==> src/rtl/axil_pkg.sv <==
// Shared definitions for the AXI-Lite UART master path.
// Latency: n/a (types and constants only).
// Backpressure: n/a.
//
// AXI_DATA_WIDTH_UART : byte width carried over the serial link.
// uart_tx_state_t     : frame sequencer states, shared by the TX and RX blocks.
package axil_pkg;

  localparam int AXI_DATA_WIDTH_UART = 8;

  typedef enum logic [1:0] {
    IDLE  = 2'd0,
    START = 2'd1,
    DATA  = 2'd2,
    STOP  = 2'd3
  } uart_tx_state_t;

endpackage : axil_pkg

==> src/rtl/axis_if_uart.sv <==
// Byte-wide AXI-Stream link used between the AXI-Lite bridge and the UART.
// Latency: n/a (wires only).
// Backpressure: standard valid/ready; a beat moves when tvalid && tready.
//
// tdata  : one byte, LSB is the first bit on the line.
// tvalid : producer has a byte.
// tready : consumer can take a byte this cycle.
interface axis_if_uart;

  logic [axil_pkg::AXI_DATA_WIDTH_UART-1:0] tdata;
  logic                                     tvalid;
  logic                                     tready;

  modport s_axis (
    input  tdata,
    input  tvalid,
    output tready
  );

  modport m_axis (
    output tdata,
    output tvalid,
    input  tready
  );

endinterface : axis_if_uart

==> src/rtl/uart_tx_axis.sv <==
// 8N1 UART transmitter fed by a byte-wide AXI-Stream slave.
// Latency: handshake in cycle N puts the start bit on tx in cycle N+1; a frame is 10*BAUD_DIV cycles.
// Backpressure: tready only in IDLE or the last stop-bit cycle; back-to-back frames are gapless.
//
// Ports:
//   aclk    : sole clock
//   areset  : synchronous, active-high reset (aborts any frame in flight)
//   s_axis  : byte input (tdata / tvalid / tready)
//   tx      : serial line, idles high, registered
//   busy    : high while START, DATA or STOP is on the line, registered
module uart_tx_axis
  import axil_pkg::*;
#(
  parameter int CLK_FREQ  = 100_000_000,
  parameter int BAUD_RATE = 115_200
) (
  input  logic        aclk,
  input  logic        areset,
  axis_if_uart.s_axis s_axis,
  output logic        tx,
  output logic        busy
);

  // Bit period in clocks, rounded to the nearest integer. No fractional
  // accumulation: the residual error is accepted as part of the baud tolerance.
  localparam int BAUD_DIV = (CLK_FREQ + BAUD_RATE / 2) / BAUD_RATE;
  localparam int CNT_W    = (BAUD_DIV > 1) ? $clog2(BAUD_DIV) : 1;
  localparam int DW       = AXI_DATA_WIDTH_UART;

  localparam logic [CNT_W-1:0] CNT_LAST = CNT_W'(BAUD_DIV - 1);
  localparam logic [2:0]       BIT_LAST = 3'd7;

  generate
    if (BAUD_DIV < 2) begin : g_bad_baud
      $error("uart_tx_axis: BAUD_DIV must be at least 2");
    end
  endgenerate

  // --------------------------------------------------------------------------
  // State
  // --------------------------------------------------------------------------
  uart_tx_state_t   state_q,  state_d;
  logic [CNT_W-1:0] cnt_q,    cnt_d;
  logic [2:0]       bit_q,    bit_d;
  logic [DW-1:0]    shift_q,  shift_d;
  logic             tx_q,     tx_d;
  logic             busy_q,   busy_d;

  logic             tready_int;
  logic             hs;
  logic             bit_end;

  // --------------------------------------------------------------------------
  // Ready decode: registered state and counter only, so there is no
  // combinational path from tvalid to tready. Forced low during reset so a
  // byte presented alongside reset is never accepted.
  // --------------------------------------------------------------------------
  always_comb begin
    tready_int = 1'b0;
    if (!areset) begin
      case (state_q)
        IDLE:    tready_int = 1'b1;
        STOP:    tready_int = (cnt_q == CNT_LAST);
        default: tready_int = 1'b0;
      endcase
    end
  end

  assign s_axis.tready = tready_int;
  assign hs            = s_axis.tvalid && tready_int;
  assign bit_end       = (cnt_q == CNT_LAST);

  // --------------------------------------------------------------------------
  // Next-state logic
  // --------------------------------------------------------------------------
  always_comb begin
    state_d = state_q;
    cnt_d   = cnt_q;
    bit_d   = bit_q;
    shift_d = shift_q;

    case (state_q)
      IDLE: begin
        if (hs) begin
          shift_d = s_axis.tdata;
          cnt_d   = '0;
          bit_d   = '0;
          state_d = START;
        end
      end

      START: begin
        if (bit_end) begin
          cnt_d   = '0;
          state_d = DATA;
        end else begin
          cnt_d   = cnt_q + CNT_W'(1);
        end
      end

      DATA: begin
        if (bit_end) begin
          cnt_d   = '0;
          shift_d = {1'b0, shift_q[DW-1:1]};
          if (bit_q == BIT_LAST) begin
            bit_d   = '0;
            state_d = STOP;
          end else begin
            bit_d   = bit_q + 3'd1;
          end
        end else begin
          cnt_d   = cnt_q + CNT_W'(1);
        end
      end

      STOP: begin
        if (bit_end) begin
          cnt_d = '0;
          // A byte taken in the last stop cycle goes straight to START so the
          // next start bit follows with no idle gap.
          if (hs) begin
            shift_d = s_axis.tdata;
            bit_d   = '0;
            state_d = START;
          end else begin
            state_d = IDLE;
          end
        end else begin
          cnt_d   = cnt_q + CNT_W'(1);
        end
      end

      default: begin
        state_d = IDLE;
        cnt_d   = '0;
        bit_d   = '0;
      end
    endcase

    // Line level is a function of where the FSM will be next cycle, which
    // makes tx a clean flop output aligned with state_q.
    case (state_d)
      START:   tx_d = 1'b0;
      DATA:    tx_d = shift_d[0];
      default: tx_d = 1'b1;
    endcase
    busy_d = (state_d != IDLE);
  end

  // --------------------------------------------------------------------------
  // Registers: FSM, baud counter, bit index, shift register and outputs
  // --------------------------------------------------------------------------
  always_ff @(posedge aclk) begin
    if (areset) begin
      state_q <= IDLE;
      cnt_q   <= '0;
      bit_q   <= '0;
      shift_q <= '0;
      tx_q    <= 1'b1;
      busy_q  <= 1'b0;
    end else begin
      state_q <= state_d;
      cnt_q   <= cnt_d;
      bit_q   <= bit_d;
      shift_q <= shift_d;
      tx_q    <= tx_d;
      busy_q  <= busy_d;
    end
  end

  assign tx   = tx_q;
  assign busy = busy_q;

endmodule : uart_tx_axis

==> src/flat_wrapper.sv <==
// flat-port wrapper written by rule: the top's interface ports become plain ports
module uart_tx_axis_flat import axil_pkg::*;
#(
  parameter int CLK_FREQ  = 100_000_000,
  parameter int BAUD_RATE = 115_200
)
  (aclk, areset, tx, busy, s_axis_tdata, s_axis_tvalid, s_axis_tready);
  axis_if_uart s_axis_i ();
  input  logic aclk;
  input  logic areset;
  output logic tx;
  output logic busy;
  input wire logic [$bits(s_axis_i.tdata)-1:0] s_axis_tdata;
  input wire logic [$bits(s_axis_i.tvalid)-1:0] s_axis_tvalid;
  output wire logic [$bits(s_axis_i.tready)-1:0] s_axis_tready;
  assign s_axis_i.tdata = s_axis_tdata;
  assign s_axis_i.tvalid = s_axis_tvalid;
  assign s_axis_tready = s_axis_i.tready;
  uart_tx_axis #(.CLK_FREQ(CLK_FREQ), .BAUD_RATE(BAUD_RATE)) u_core (.aclk(aclk), .areset(areset), .s_axis(s_axis_i), .tx(tx), .busy(busy));
endmodule
==> config.mk <==
export PLATFORM = sky130hd
export DESIGN_NAME = uart_tx_axis_flat
export DESIGN_NICKNAME = d
export VERILOG_FILES = /design/src/rtl/axil_pkg.sv /design/src/rtl/axis_if_uart.sv /design/src/rtl/uart_tx_axis.sv /design/src/flat_wrapper.sv
export SDC_FILE = /design/constraint.sdc
export NUM_CORES = 1
export LEC_CHECK = 0
export CORE_UTILIZATION = 56
export DETAILED_ROUTE_END_ITERATION = 8
export MAX_ROUTING_LAYER = met4
export PLACE_DENSITY_LB_ADDON = 0.15
export SYNTH_ARGS = -nofsm -noshare
export SYNTH_HDL_FRONTEND = slang
export SYNTH_SLANG_ARGS = --single-unit
export TNS_END_PERCENT = 30
==> constraint.sdc <==
create_clock -name aclk -period 3.14 [get_ports aclk]
set_input_delay 0.628 -clock aclk [delete_from_list [all_inputs] [get_ports aclk]]
set_output_delay 0.628 -clock aclk [all_outputs]
set_load 0.005 [all_outputs]
# After elaboration in Yosys (flattened, before gate mapping)
# Cells that the tools add are included.
# Widths: inputs -> output; s select.
dict set report totals {
  ff_bits 25
  inputBits 11
  out_inout_bits 3
  word_cells 47
}
dict set report classes {
  addsub 2
  eq_ne 10
  n_mux 22
  n_reduce_logical 6
}
# op n
set ops {}
lappend ops {{$mux 8} 3}
lappend ops {{$pmux 8 s3} 1}
lappend ops {{$mux 10} 2}
lappend ops {{$pmux 10 s2} 1}
lappend ops {{$mux 3} 4}
lappend ops {{$add 10x1->10 const B} 1}
lappend ops {{$eq 10x10->1 const B} 1}
lappend ops {{$mux 2} 5}
lappend ops {{$pmux 3 s3} 1}
lappend ops {{$pmux 2 s4} 1}
lappend ops {{$eq 2x2->1 const B} 3}
lappend ops {{$ne 2x1->1 const B} 3}
lappend ops {{$eq 2x1->1 const B} 2}
lappend ops {{$pmux 1 s2} 2}
lappend ops {{$add 3x1->3 const B} 1}
lappend ops {{$eq 3x3->1 const B} 1}
lappend ops {{$reduce_and 3->1} 1}
lappend ops {{$reduce_bool 3->1} 1}
lappend ops {{$reduce_or 3->1} 1}
lappend ops {{$logic_not 2->1} 1}
lappend ops {{$mux 1} 2}
lappend ops {{$reduce_bool 2->1} 1}
lappend ops {{$logic_and 1x1->1} 1}

# Depth between registers and ports, before layout
# Gate-level depths: netlist of the first run.
dict set report logic_depth {
  depth_word 9
  mapped_depth 9
  ltp_nobuf 7
}

# Worst setup path after synthesis of the first run
# OpenSTA, ideal clock, no wires.
dict set report synth_timing {
  path_type {register -> register}
  start {register u_core.state_q[1]}
  end {register u_core.tx_q (netlist: u_core.tx)}
  setup_time_ps 142
  arrival_ps 2244
  t_required_ps 2998
  slack_ps 754
  stages_incl_launch_ff 10
  path_buffers 2
  cell_sequence {dfxtp_1 inv_1 ha_1 or3b_1 buf_6 and2_4 buf_6 a311o_1 a211oi_2 a31oi_1}
}
dict set report synth_via {
  elab_chain_cells 9
  elab_cells_between_ends 20
}
# element line
set synth_lines {}
lappend synth_lines {{start: declaration} uart_tx_axis.sv:42} ;# uart_tx_state_t state_q, state_d;
lappend synth_lines {{start signal: assignment} uart_tx_axis.sv:162} ;# state_q <= state_d;
lappend synth_lines {{$eq 2x2->1 or $logic_not 2->1 (tied branches)} {uart_tx_axis.sv:61, uart_tx_axis.sv:82}}
lappend synth_lines {{$pmux 1 s2} uart_tx_axis.sv:61} ;# case (state_q)
lappend synth_lines {{$mux 1} uart_tx_axis.sv:60} ;# if (!areset) begin
lappend synth_lines {{$logic_and 1x1->1} uart_tx_axis.sv:70} ;# assign hs = s_axis.tvalid && tready_int;
lappend synth_lines {{$mux 1} uart_tx_axis.sv:121} ;# if (hs) begin
lappend synth_lines {{$mux 2} uart_tx_axis.sv:117} ;# if (bit_end) begin
lappend synth_lines {{$pmux 2 s4} uart_tx_axis.sv:82} ;# case (state_q)
lappend synth_lines {{$eq 2x2->1 or $eq 2x1->1 (tied branches)} uart_tx_axis.sv:142} ;# case (state_d)
lappend synth_lines {{$pmux 1 s2 *} uart_tx_axis.sv:142}
lappend synth_lines {{end signal: assignment} uart_tx_axis.sv:166} ;# tx_q <= tx_d;
lappend synth_lines {{end: declaration} uart_tx_axis.sv:46} ;# logic tx_q, tx_d;
# Mark *: on every way between the ends. The rest lies on a longest branch, timed or not. The select of a mux whose other input is x is not followed.
# A chain may end at the register's enable or synchronous reset.

# Worst setup path after layout of the first run
dict set report layout_timing {
  start {register u_core.cnt_q[0]}
  end {output port s_axis_tready}
}
dict set report layout_via {
  elab_chain_cells 3
}
# element line
set layout_lines {}
lappend layout_lines {{start: declaration} uart_tx_axis.sv:43} ;# logic [CNT_W-1:0] cnt_q, cnt_d;
lappend layout_lines {{start signal: assignment} uart_tx_axis.sv:163} ;# cnt_q <= cnt_d;
lappend layout_lines {{$eq 10x10->1} uart_tx_axis.sv:63} ;# STOP: tready_int = (cnt_q == CNT_LAST);
lappend layout_lines {{$pmux 1 s2} uart_tx_axis.sv:61}
lappend layout_lines {{$mux 1} uart_tx_axis.sv:60}
lappend layout_lines {{end: declaration} flat_wrapper.sv:15} ;# output wire logic [$bits(s_axis_i.tready)-1:0] s_axis_tready;
# No other way between the ends.

==> results of run 1 <==
## per-stage QoR
| step | hold WS, ps | util [%] | total power [mW] | cell area [µm²] | std cells |
|---|---|---|---|---|---|
| after detailed placement | 479 | 66.0 | 0.739 | 1680 | 213 |
| after floorplan | 453 | - | 0.646 | 1540 | 173 |
| after global routing | 512 | 67.1 | 0.957 | 1710 | 217 |
| after CTS | 499 | 67.1 | 0.889 | 1710 | 217 |
| after global placement | 463 | 66.0 | 0.734 | 1680 | 213 |
| final | 497 | 67.1 | 0.892 | 1710 | 217 |
## power by group through the flow
stage	sequential [mW]	clock [mW]	combinational, mW
finish	0.379	0.150	0.364
global route	0.386	0.164	0.407
CTS	0.379	0.152	0.358
detailed placement	0.386	0	0.353
global placement	0.385	0	0.348
floorplan	0.383	0	0.264
## state kept, by name, indices dropped and copies added (netlist names)
name and count:
u_core.cnt_q 10, u_core.shift_q 8, u_core.bit_q 3, u_core.tx 1, u_core.busy 1, u_core.state_q 2
## worst max-delay path, stage by stage, from the launching register on
cell and delay, ps:
dfxtp_1 440, ha_1 330, and4bb_2 330, a41oi_1 140, nor3_1 170, clkdlybuf4s50_1 530
## worst max path at each step
stage,from,endpoint,slack (ps)
2_1_floorplan,u_core.state_q[1]$_SDFF_PP0_,u_core.tx$_SDFF_PP1_,750
3_3_place_gp,s_axis_tvalid,u_core.tx$_SDFF_PP1_,480
3_5_place_dp,s_axis_tvalid,u_core.tx$_SDFF_PP1_,430
4_1_cts,u_core.cnt_q[0]$_SDFFE_PP0P_,s_axis_tready,240
5_1_grt,u_core.cnt_q[0]$_SDFFE_PP0P_,s_axis_tready,50
6_report,u_core.cnt_q[0]$_SDFFE_PP0P_,s_axis_tready,250
## metal layers
layer  up-vias  routed length (µm)
met5         -                   0
met4         0                  65
met3         7                 204
met2        48                1370
met1       603                1560
li1        672                   -
## cell families after synthesis
logic type               count (synthesis)  synth area share [%]
adder cells (fa/ha/maj)                  9                  7.33
AND/OR/NAND/NOR                         69                  26.7
multiplexers                             6                  3.91
buffers and inverters                   11                  4.23
XOR/XNOR                                 8                  4.56
flip-flops                              25                  32.6
AO/OA/AOI/OAI                           45                  20.7
## synthesized netlist by cell type, types with 2 or more instances
cell,number,share of area [%]
o21ai_0,11,3.6
or3b_2,2,1.1
a22o_1,6,3.4
nand2b_1,2,0.81
nand3b_1,2,0.98
nand2_1,15,3.7
nor3_1,6,2.0
dfxtp_1,25,33
a21oi_1,9,2.9
or4_1,2,0.98
xnor2_1,4,2.3
nor2_1,17,4.2
inv_1,5,1.2
nand4_1,3,1.2
nand3_1,6,2.0
nor3b_1,2,0.98
clkbuf_1,2,0.49
buf_6,3,2.2
ha_1,9,7.3
a31oi_1,3,1.2
xor2_1,4,2.3
mux2i_1,6,3.9
a211oi_2,2,1.6
## cell type report
type / count / area, µm²
multi-input combinational: 137 / 971
fill: 219 / 837
sequential: 25 / 500
timing repair buffer: 16 / 153
tap: 30 / 37.5
clock buffer: 3 / 22.5
inverter: 5 / 18.8
clock inverter: 1 / 5.00
==> results.sh, run 1 <==
export IMPL_status="completed"
export IMPL_syn_inst=173
export IMPL_post_cts_buffers=0
export IMPL_grtUsageMet2_pct=36.6
export IMPL_synth_fp_nets=193
export IMPL_pwr_density_cell_mw_per_mm2=523
export IMPL_ff2ff_path_depth=7
export IMPL_slew_viol_final=0
export IMPL_min_delay_start="u_core.shift_q[7]$_SDFFE_PP0P_"
export IMPL_p_sw_share_pct=37.1
export IMPL_numCtsBuffers=3
export IMPL_worst_slew_pin_slew_ps=696
export IMPL_ios=14
export IMPL_grt_max_degree=18
export IMPL_core_mm2=0.00254
export IMPL_place_ws_ps=428
export IMPL_synth_edf_count=0
export IMPL_tns_ps=0
export IMPL_hp_class="flip-flop to flip-flop"
export IMPL_clk_latency_ps=330
export IMPL_worstPathRequired_ps=2510
export IMPL_cts_sinks=25
export IMPL_yosys_warnings=0
export IMPL_hold_depth=2
export IMPL_drive_above_1_share_pct=9.09
export IMPL_r2r_slack_ps=530
export IMPL_clk_pin_slew_ps=150
export IMPL_first_global_vias=1177
export IMPL_ys_flop_type="dfxtp_1"
export IMPL_die_h_um=54.4
export IMPL_fin_ws_ps=248
export IMPL_drv_cap=0
export IMPL_grt_use_met1_pct=36.7
export IMPL_async_flop_share_pct=0
export IMPL_worstReg2RegStart="u_core.state_q[1]$_SDFF_PP0_"
export IMPL_ir_worst_vdd_mv=0.406
export IMPL_crit_type="flip-flop to output pin"
export IMPL_ant_nets=0
export IMPL_rsz0062_at_grt="no"
export IMPL_vias=1330
export IMPL_track_usage_pct=26.2
export IMPL_ys_seq_area_share_pct=32.6
export IMPL_drt_iter0_drc=38
export IMPL_period_needed_ps=2890
export IMPL_crit_path_end_kind="output pin"
export IMPL_num_antenna_cells=0
export IMPL_cts_hold_buf=0
export IMPL_first_pass_iters=4
export IMPL_worstReg2RegEnd="u_core.bit_q[1]$_SDFFE_PP0P_"
export IMPL_ys_seq_elements=25
export IMPL_dp_hpwl_um=2320
export IMPL_timing_final_crit_share_pct=92.1
export IMPL_final_cell_mix="dfxtp_1, nor2_1, nand2_1"
export IMPL_hold_path_end="u_core.shift_q[7]$_SDFFE_PP0P_"
export IMPL_dieArea_mm2=0.00296
export IMPL_antenna_found_initial=0
export IMPL_p_switching_mw=0.331
export IMPL_finClkSkew_ps=16.8
export IMPL_cts_resized_gates=0
export IMPL_syn_area_mm2=0.00154
export IMPL_path_max_fanout=6
export IMPL_synthDistinctLibCells=50
export IMPL_die_width_um=54.4
export IMPL_grt_pass1_wl_um=5380
export IMPL_clkPwrFrac_pct=16.8
export IMPL_grt_ovfl_total=0
export IMPL_drc=0
export IMPL_slew_headroom_pct=53.2
export IMPL_top_usage_layer="met1"
export IMPL_fin_nets=208
export IMPL_cts_root_buf="clkbuf_4"
export IMPL_clockBufferDepth=2
export IMPL_p_seq_share_pct=42.5
export IMPL_worstPathArrival_ps=2260
export IMPL_combPwrFrac_pct=40.7
export IMPL_start_kind="flip-flop"
export IMPL_syn_to_final_growth_pct=11.2
export IMPL_avgViaCountPerCell=6.13
export IMPL_synth_area_per_cell_um2=8.88
export IMPL_mostFrequentLayoutCell="dfxtp_1"
export IMPL_rows=18
export IMPL_leakage_nw=0.581
export IMPL_met3_usage_pct=3.61
export IMPL_fmax_mhz=346
export IMPL_start_util_pct=60.4
export IMPL_tritoncts="built"
export IMPL_hold_violations=0
export IMPL_p_int_mw=0.562
export IMPL_gp_congestion=0.934
export IMPL_routed_wl_um=3210
export IMPL_wl_per_cell_um=14.8
export IMPL_setup_viol=0
export IMPL_htreeDepth=1
export IMPL_portBuffers=13
(Power assumes the default switching activity.)
==> run 2: changes to the inputs <==
--- a/config.mk
+++ b/config.mk
@@ -9,6 +9,7 @@
 export DETAILED_ROUTE_END_ITERATION = 8
 export MAX_ROUTING_LAYER = met4
 export PLACE_DENSITY_LB_ADDON = 0.15
+export SETUP_SLACK_MARGIN = 0.15
 export SYNTH_ARGS = -nofsm -noshare
 export SYNTH_HDL_FRONTEND = slang
 export SYNTH_SLANG_ARGS = --single-unit
==> run 2 against run 1 <==
Compared with the run above:
- non-clock buffer count did not move
- sequential share of layout area barely moved
- largest cell class unchanged
- count of clock-buffer cells in the layout did not move
- highest routed layer unchanged
- fmax rose by 2.4%
- clock power barely moved
- largest power group unchanged
==> results.sh, run 2 (synthesized netlist as in run 1, its figures left out) <==
export IMPL_status="completed"
export IMPL_crit_type="flip-flop to output pin"
export IMPL_grt_pass1_wl_um=5380
export IMPL_ff2ff_path_depth=7
export IMPL_leakage_nw=0.578
export IMPL_largest_reg_flops=10
export IMPL_numCtsBuffers=3
export IMPL_dp_cells=213
export IMPL_pwr_density_cell_mw_per_mm2=522
export IMPL_antenna_found_initial=0
export IMPL_path_max_fanout=12
export IMPL_critical_path_cell_chain="inv_1 > ha_1 > a41oi_1 > nor3_1 > clkdlybuf4s50_1"
export IMPL_finClkSkew_ps=16.9
export IMPL_core_mm2=0.00254
export IMPL_crit_path_top_delay_cell="clkdlybuf4s50_1"
export IMPL_ir_worst_vdd_mv=0.407
export IMPL_routed_wl_um=3210
export IMPL_worstPathRequired_ps=2510
export IMPL_ios=14
export IMPL_portBuffers=13
export IMPL_final_core_util_pct=67.3
export IMPL_tritoncts="built"
export IMPL_max_stage_delay_ps=530
export IMPL_grt_ovfl_total=0
export IMPL_htreeDepth=1
export IMPL_timing_hold_ws_ps=497
export IMPL_slew_headroom_pct=53.3
export IMPL_start_util_pct=60.4
export IMPL_setup_viol=0
export IMPL_hp_class="flip-flop to flip-flop"
export IMPL_fin_area_mm2=0.00171
export IMPL_hold_depth=2
export IMPL_cts_hold_buf=0
export IMPL_n_fill_cell=219
export IMPL_die_width_um=54.4
export IMPL_final_cell_mix="dfxtp_1, nor2_1, nand2_1"
export IMPL_slew_viol_final=0
export IMPL_post_cts_buffers=0
export IMPL_fin_cells=217
export IMPL_num_antenna_cells=0
export IMPL_worstReg2RegEnd="u_core.bit_q[1]$_SDFFE_PP0P_"
export IMPL_worstReg2RegStart="u_core.state_q[1]$_SDFF_PP0_"
export IMPL_track_usage_pct=26.2
export IMPL_ant_nets=0
export IMPL_vias=1331
export IMPL_top_register="u_core.cnt_q"
export IMPL_fin_nets=208
export IMPL_tns_ps=0
export IMPL_dieArea_mm2=0.00296
export IMPL_cts_sinks=25
export IMPL_drv_cap=0
export IMPL_clk_latency_ps=330
export IMPL_rows=18
export IMPL_wl_per_cell_um=14.8
export IMPL_path_delay_family="buffers and inverters"
export IMPL_fin_ws_ps=316
export IMPL_place_area_mm2=0.00168
export IMPL_first_global_vias=1177
export IMPL_die_h_um=54.4
export IMPL_crit_buf_inv=2
export IMPL_cts_root_buf="clkbuf_4"
export IMPL_syn_to_final_growth_pct=11.4
export IMPL_dp_hpwl_um=2320
export IMPL_drt_iter0_drc=38
export IMPL_drive_above_1_share_pct=10.2
export IMPL_first_pass_iters=4
export IMPL_clk_pin_slew_ps=150
export IMPL_avgViaCountPerCell=6.13
export IMPL_hold_path_end="u_core.shift_q[7]$_SDFFE_PP0P_"
export IMPL_hold_violations=0
export IMPL_worst_slew_pin_slew_ps=696
export IMPL_gp_congestion=0.934
export IMPL_drc=0
export IMPL_reg_largest_list="u_core.cnt_q (10), u_core.shift_q (8), u_core.bit_q (3)"
export IMPL_timing_final_crit_share_pct=89.9
export IMPL_finalPower_mw=0.894
export IMPL_crit_path_end_kind="output pin"
export IMPL_clockBufferDepth=2
export IMPL_grt_max_degree=18
export IMPL_rsz0062_at_grt="no"
export IMPL_place_ws_ps=428
export IMPL_period_needed_ps=2820
export IMPL_fmax_mhz=354
export IMPL_min_delay_start="u_core.shift_q[7]$_SDFFE_PP0P_"
export IMPL_start_kind="flip-flop"
export IMPL_worstPathArrival_ps=2200
export IMPL_r2r_slack_ps=530
export IMPL_mostFrequentLayoutCell="dfxtp_1"
-- run 2: worst reg2reg max path, cell delays in order (launching register included) --
cell     delay [ps]
dfxtp_1         410
inv_1           170
ha_1            470
or3b_2          500
o41ai_1         100
a21oi_1         200
or4b_1          530
a21oi_1         160
-- run 2: how the worst max path moves through the flow --
stage	from	endpoint	slack (ps)	cells past startpoint
6_report	u_core.state_q[1]$_SDFF_PP0_	s_axis_tready	320	5
5_1_grt	u_core.state_q[1]$_SDFF_PP0_	s_axis_tready	160	5
4_1_cts	u_core.cnt_q[0]$_SDFFE_PP0P_	s_axis_tready	240	5
3_5_place_dp	s_axis_tvalid	u_core.tx$_SDFF_PP1_	430	6
3_3_place_gp	s_axis_tvalid	u_core.tx$_SDFF_PP1_	480	6
2_1_floorplan	u_core.state_q[1]$_SDFF_PP0_	u_core.tx$_SDFF_PP1_	750	9
-- run 2: cell type report --
| class | count | area, µm² | share of cell area (%) |
|---|---|---|---|
| Inverter | 5 | 18.8 | 1.10 |
| Tap cell | 30 | 37.5 | 2.19 |
| Clock buffer | 3 | 22.5 | 1.32 |
| Timing Repair Buffer | 16 | 153 | 8.92 |
| Multi-Input combinational cell | 137 | 973 | 56.9 |
| Clock inverter | 1 | 5.00 | 0.292 |
| Sequential cell | 25 | 502 | 29.3 |
-- run 2: report_power, final --
part | leakage (nW) | internal, mW | total, mW | switching [mW]
Combinational | 0.358 | 0.162 | 0.364 | 0.202
Clock | 0.0177 | 0.0478 | 0.150 | 0.102
Sequential | 0.203 | 0.353 | 0.381 | 0.0275
Total | 0.578 | 0.563 | 0.894 | 0.331
-- run 2: metal layers --
| layer | vias up | share of wire, % | GRT usage, % |
|---|---|---|---|
| met3 | 7 | 6.3 | 3.61 |
| met5 | - | 0 | - |
| met1 | 604 | 49 | 36.7 |
| met4 | 0 | 2.0 | 12.0 |
| li1 | 672 | - | - |
| met2 | 48 | 43 | 36.6 |
-- run 2: repair_timing --
action                                 in CTS  in global routing
gates resized for setup                     0                  2
setup endpoints to repair                   0                  1
endpoints found under the hold margin       0                  0
==> edit: new RTL, settings of run 1 <==
`shift_q` no longer has a reset.
--- a/src/rtl/uart_tx_axis.sv
+++ b/src/rtl/uart_tx_axis.sv
@@ -156,5 +156,4 @@
       cnt_q   <= '0;
       bit_q   <= '0;
-      shift_q <= '0;
       tx_q    <= 1'b1;
       busy_q  <= 1'b0;
@@ -163,8 +162,11 @@
       cnt_q   <= cnt_d;
       bit_q   <= bit_d;
-      shift_q <= shift_d;
       tx_q    <= tx_d;
       busy_q  <= busy_d;
     end
+  end
+
+  always_ff @(posedge aclk) begin
+    shift_q <= shift_d;
   end
 
Formal check against the unedited RTL: same outputs for any inputs over 10 cycles, from zero or initial values and one cycle with areset high; that may be too few to reach the edited logic, so the function may still have changed.
==> edit against run 1 <==
  * Routed wire length down 3.4%
  * Total power rose by 0.23%
  * Area after synthesis decreased by 0.81%
  * Cell area is 1.2% lower
  * Global-route usage is 1.9 points lower
  * Sequential cell count stayed put
  * Count of clock-buffer cells in the layout increased by 1
  * Setup slack improved by 0.025 ns
  * Largest cell class unchanged
  * Largest power group unchanged
  * Highest routed layer unchanged
==> edit: results (changes against run 1) <==
----------------------------------------------------
[Place]
  Post-DP Area ... 1662 sq um (-1.1%)
  Routability congestion estimate from global placement ... 0.9454 (+1.2%)
  Detailed Place HPWL ... 2297 um (-1.0%)
  Number of port buffers ... 13 (unchanged)

[Yosys]
  Top cells by area in the synthesized netlist ... dfxtp_1, edfxtp_1, ha_1, mux2i_1, nor2_1
  Synth cell count leaders ... dfxtp_1, nor2_1, nand2_1
  Net Count, Synth ... 173 (-10%)
  Synth cell types ... 52 (+4.0%)
  Number of enable-type register cells in the synthesized netlist ... 7 (+7)

[Global route]
  Largest net degree at the start of global routing ... 14 (-4)
  Wire length of the first global-routing pass ... 4961 um (-7.8%)
  Overall Global Routing Usage ... 0.2423 (-0.01928)

[Layout]
  Fraction of layout instances using a drive strength above 1 ... 0.1145 (+0.02355)
  Clock buf count ... 4 (+1)
  Share of final layout cell area taken by non-clock buffers ... 0.08154 (-0.007835)
  Inverter count of the layout excluding clock inverters ... 7 (+2)
  Non-Clock Buffer Count ... 14 (-2)
  Portion of the layout cell area used by clock cells ... 0.01557 (-0.0005501)
  FF+latch count ... 25 (unchanged)
  Number of filler cells placed in the layout ... 204 (-6.8%)
  Final-stage net count ... 187 (-10%)
  Multi-In Gates ... 116 (-15%)
  Area occupied by registers ... 570.5 sq um (+14%)
  Total area of multi-input combinational cells ... 889.6 sq um (-8.4%)

[Critical path]
  Worst R2R Path Depth ... 6 (-1)
  Critical-path maximum fanout ... 10 (+4)
  Worst R2R End ... u_core.shift_q[2]
  Reg2reg start ... u_core.state_q[0]
  Worst path slowest cell ... dfxtp_1
  WP data arrival ... 2.24 ns (-0.02 ns)
  Reg-to-reg slack, setup ... 0.72 ns (+0.19 ns)
  Critical Path Max Stage Delay ... 0.47 ns (-0.06 ns)

[Pwr]
  NetSw ... 0.3048 mW (-7.9%)
  Part of the total power dissipated in the clock network ... 0.160 (-0.008)
  Flip-flop and latch power ... 0.458 mW (+21%)
  Peak supply drop ... 0.3692 mV (-9.1%)
  P_leak ... 0.5904 nW (+1.7%)

[Clock network]
  Clock transition time at the flip-flop clock pins of the worst setup and hold paths ... 0.13 ns (-0.02 ns)

[Floorplan]
  Die Width ... 54.17 um (-0.40%)

[Routing]
  Total via count after detailed routing ... 1228 (-7.7%)
  Post-detailed-route wirelength per cell ... 15.81 um (+7.0%)
  Initial DRC Count ... 43 (+13%)

[Status]
  Status ... completed

[Worst hold path]
  End point of the most critical hold path ... u_core.bit_q[1]
  Hold Path Origin ... u_core.bit_q[1]
  Hold depth ... 1 (-1)

[Timing]
  Worst rel slew slack ... 0.3038 (-0.2287)
  Worst Clk Skew ... 0.003304 ns (-0.01353 ns)

----------------------------------------------------
[edit: cell types whose count changed after synthesis, moves of 5 or more]
cell,before,now
o21ai_0,11,4
edfxtp_1,0,7
dfxtp_1,25,18
a21oi_1,9,4
nand2_1,15,10
o2bb2ai_1,0,6
[edit: logic make-up (layout without fill, tap and decap cells)]
family	after synthesis	after routing	share of synthesized area
muxes	8	8	0.05337
and+or+nand+nor	55	55	0.2045
buffers and inverters	12	25	0.04186
xor gates and xnor gates	8	8	0.04598
AOI/OAI and AO/OA	36	36	0.2061
adders and majority gates	9	9	0.07389
DFF	25	25	0.3744
[edit: layer usage]
layer	wire [um]	part of all wire	global-route usage	vias up
met2	1394	0.45	0.3638	48
met5	0	0	-	-
met4	42	0.014	0.09829	0
met1	1447	0.47	0.3195	580
met3	215	0.069	0.04237	7
li1	-	-	-	593
[edit: metrics by stage]
| step | total power [mW] | hold slack, ns | instances | utilization | setup slack, ns |
|---|---|---|---|---|---|
| after CTS | 0.8966 | 0.5236 | 196 | 0.6691 | 0.2933 |
| after global placement | 0.7367 | 0.4681 | 192 | 0.6587 | 0.4888 |
| after global routing | 0.9444 | 0.5455 | 196 | 0.6691 | 0.1232 |
| final | 0.8944 | 0.5214 | 196 | 0.6691 | 0.2732 |
| after detailed placement | 0.7527 | 0.4892 | 192 | 0.6587 | 0.4154 |
| after floorplan | 0.6680 | 0.4535 | 153 | - | 0.9962 |
[edit: worst reg2reg max path: cells and delay by family, from the launching register on]
| family | cells | cell delay (ns) |
|---|---|---|
| AO/OA/AOI/OAI | 1 | 0.11 |
| multiplexers | 1 | 0.24 |
| flip-flops | 1 | 0.47 |
| buffers and inverters | 1 | 0.13 |
| AND/OR/NAND/NOR | 2 | 0.88 |
| adder cells (fa/ha/maj) | 1 | 0.34 |
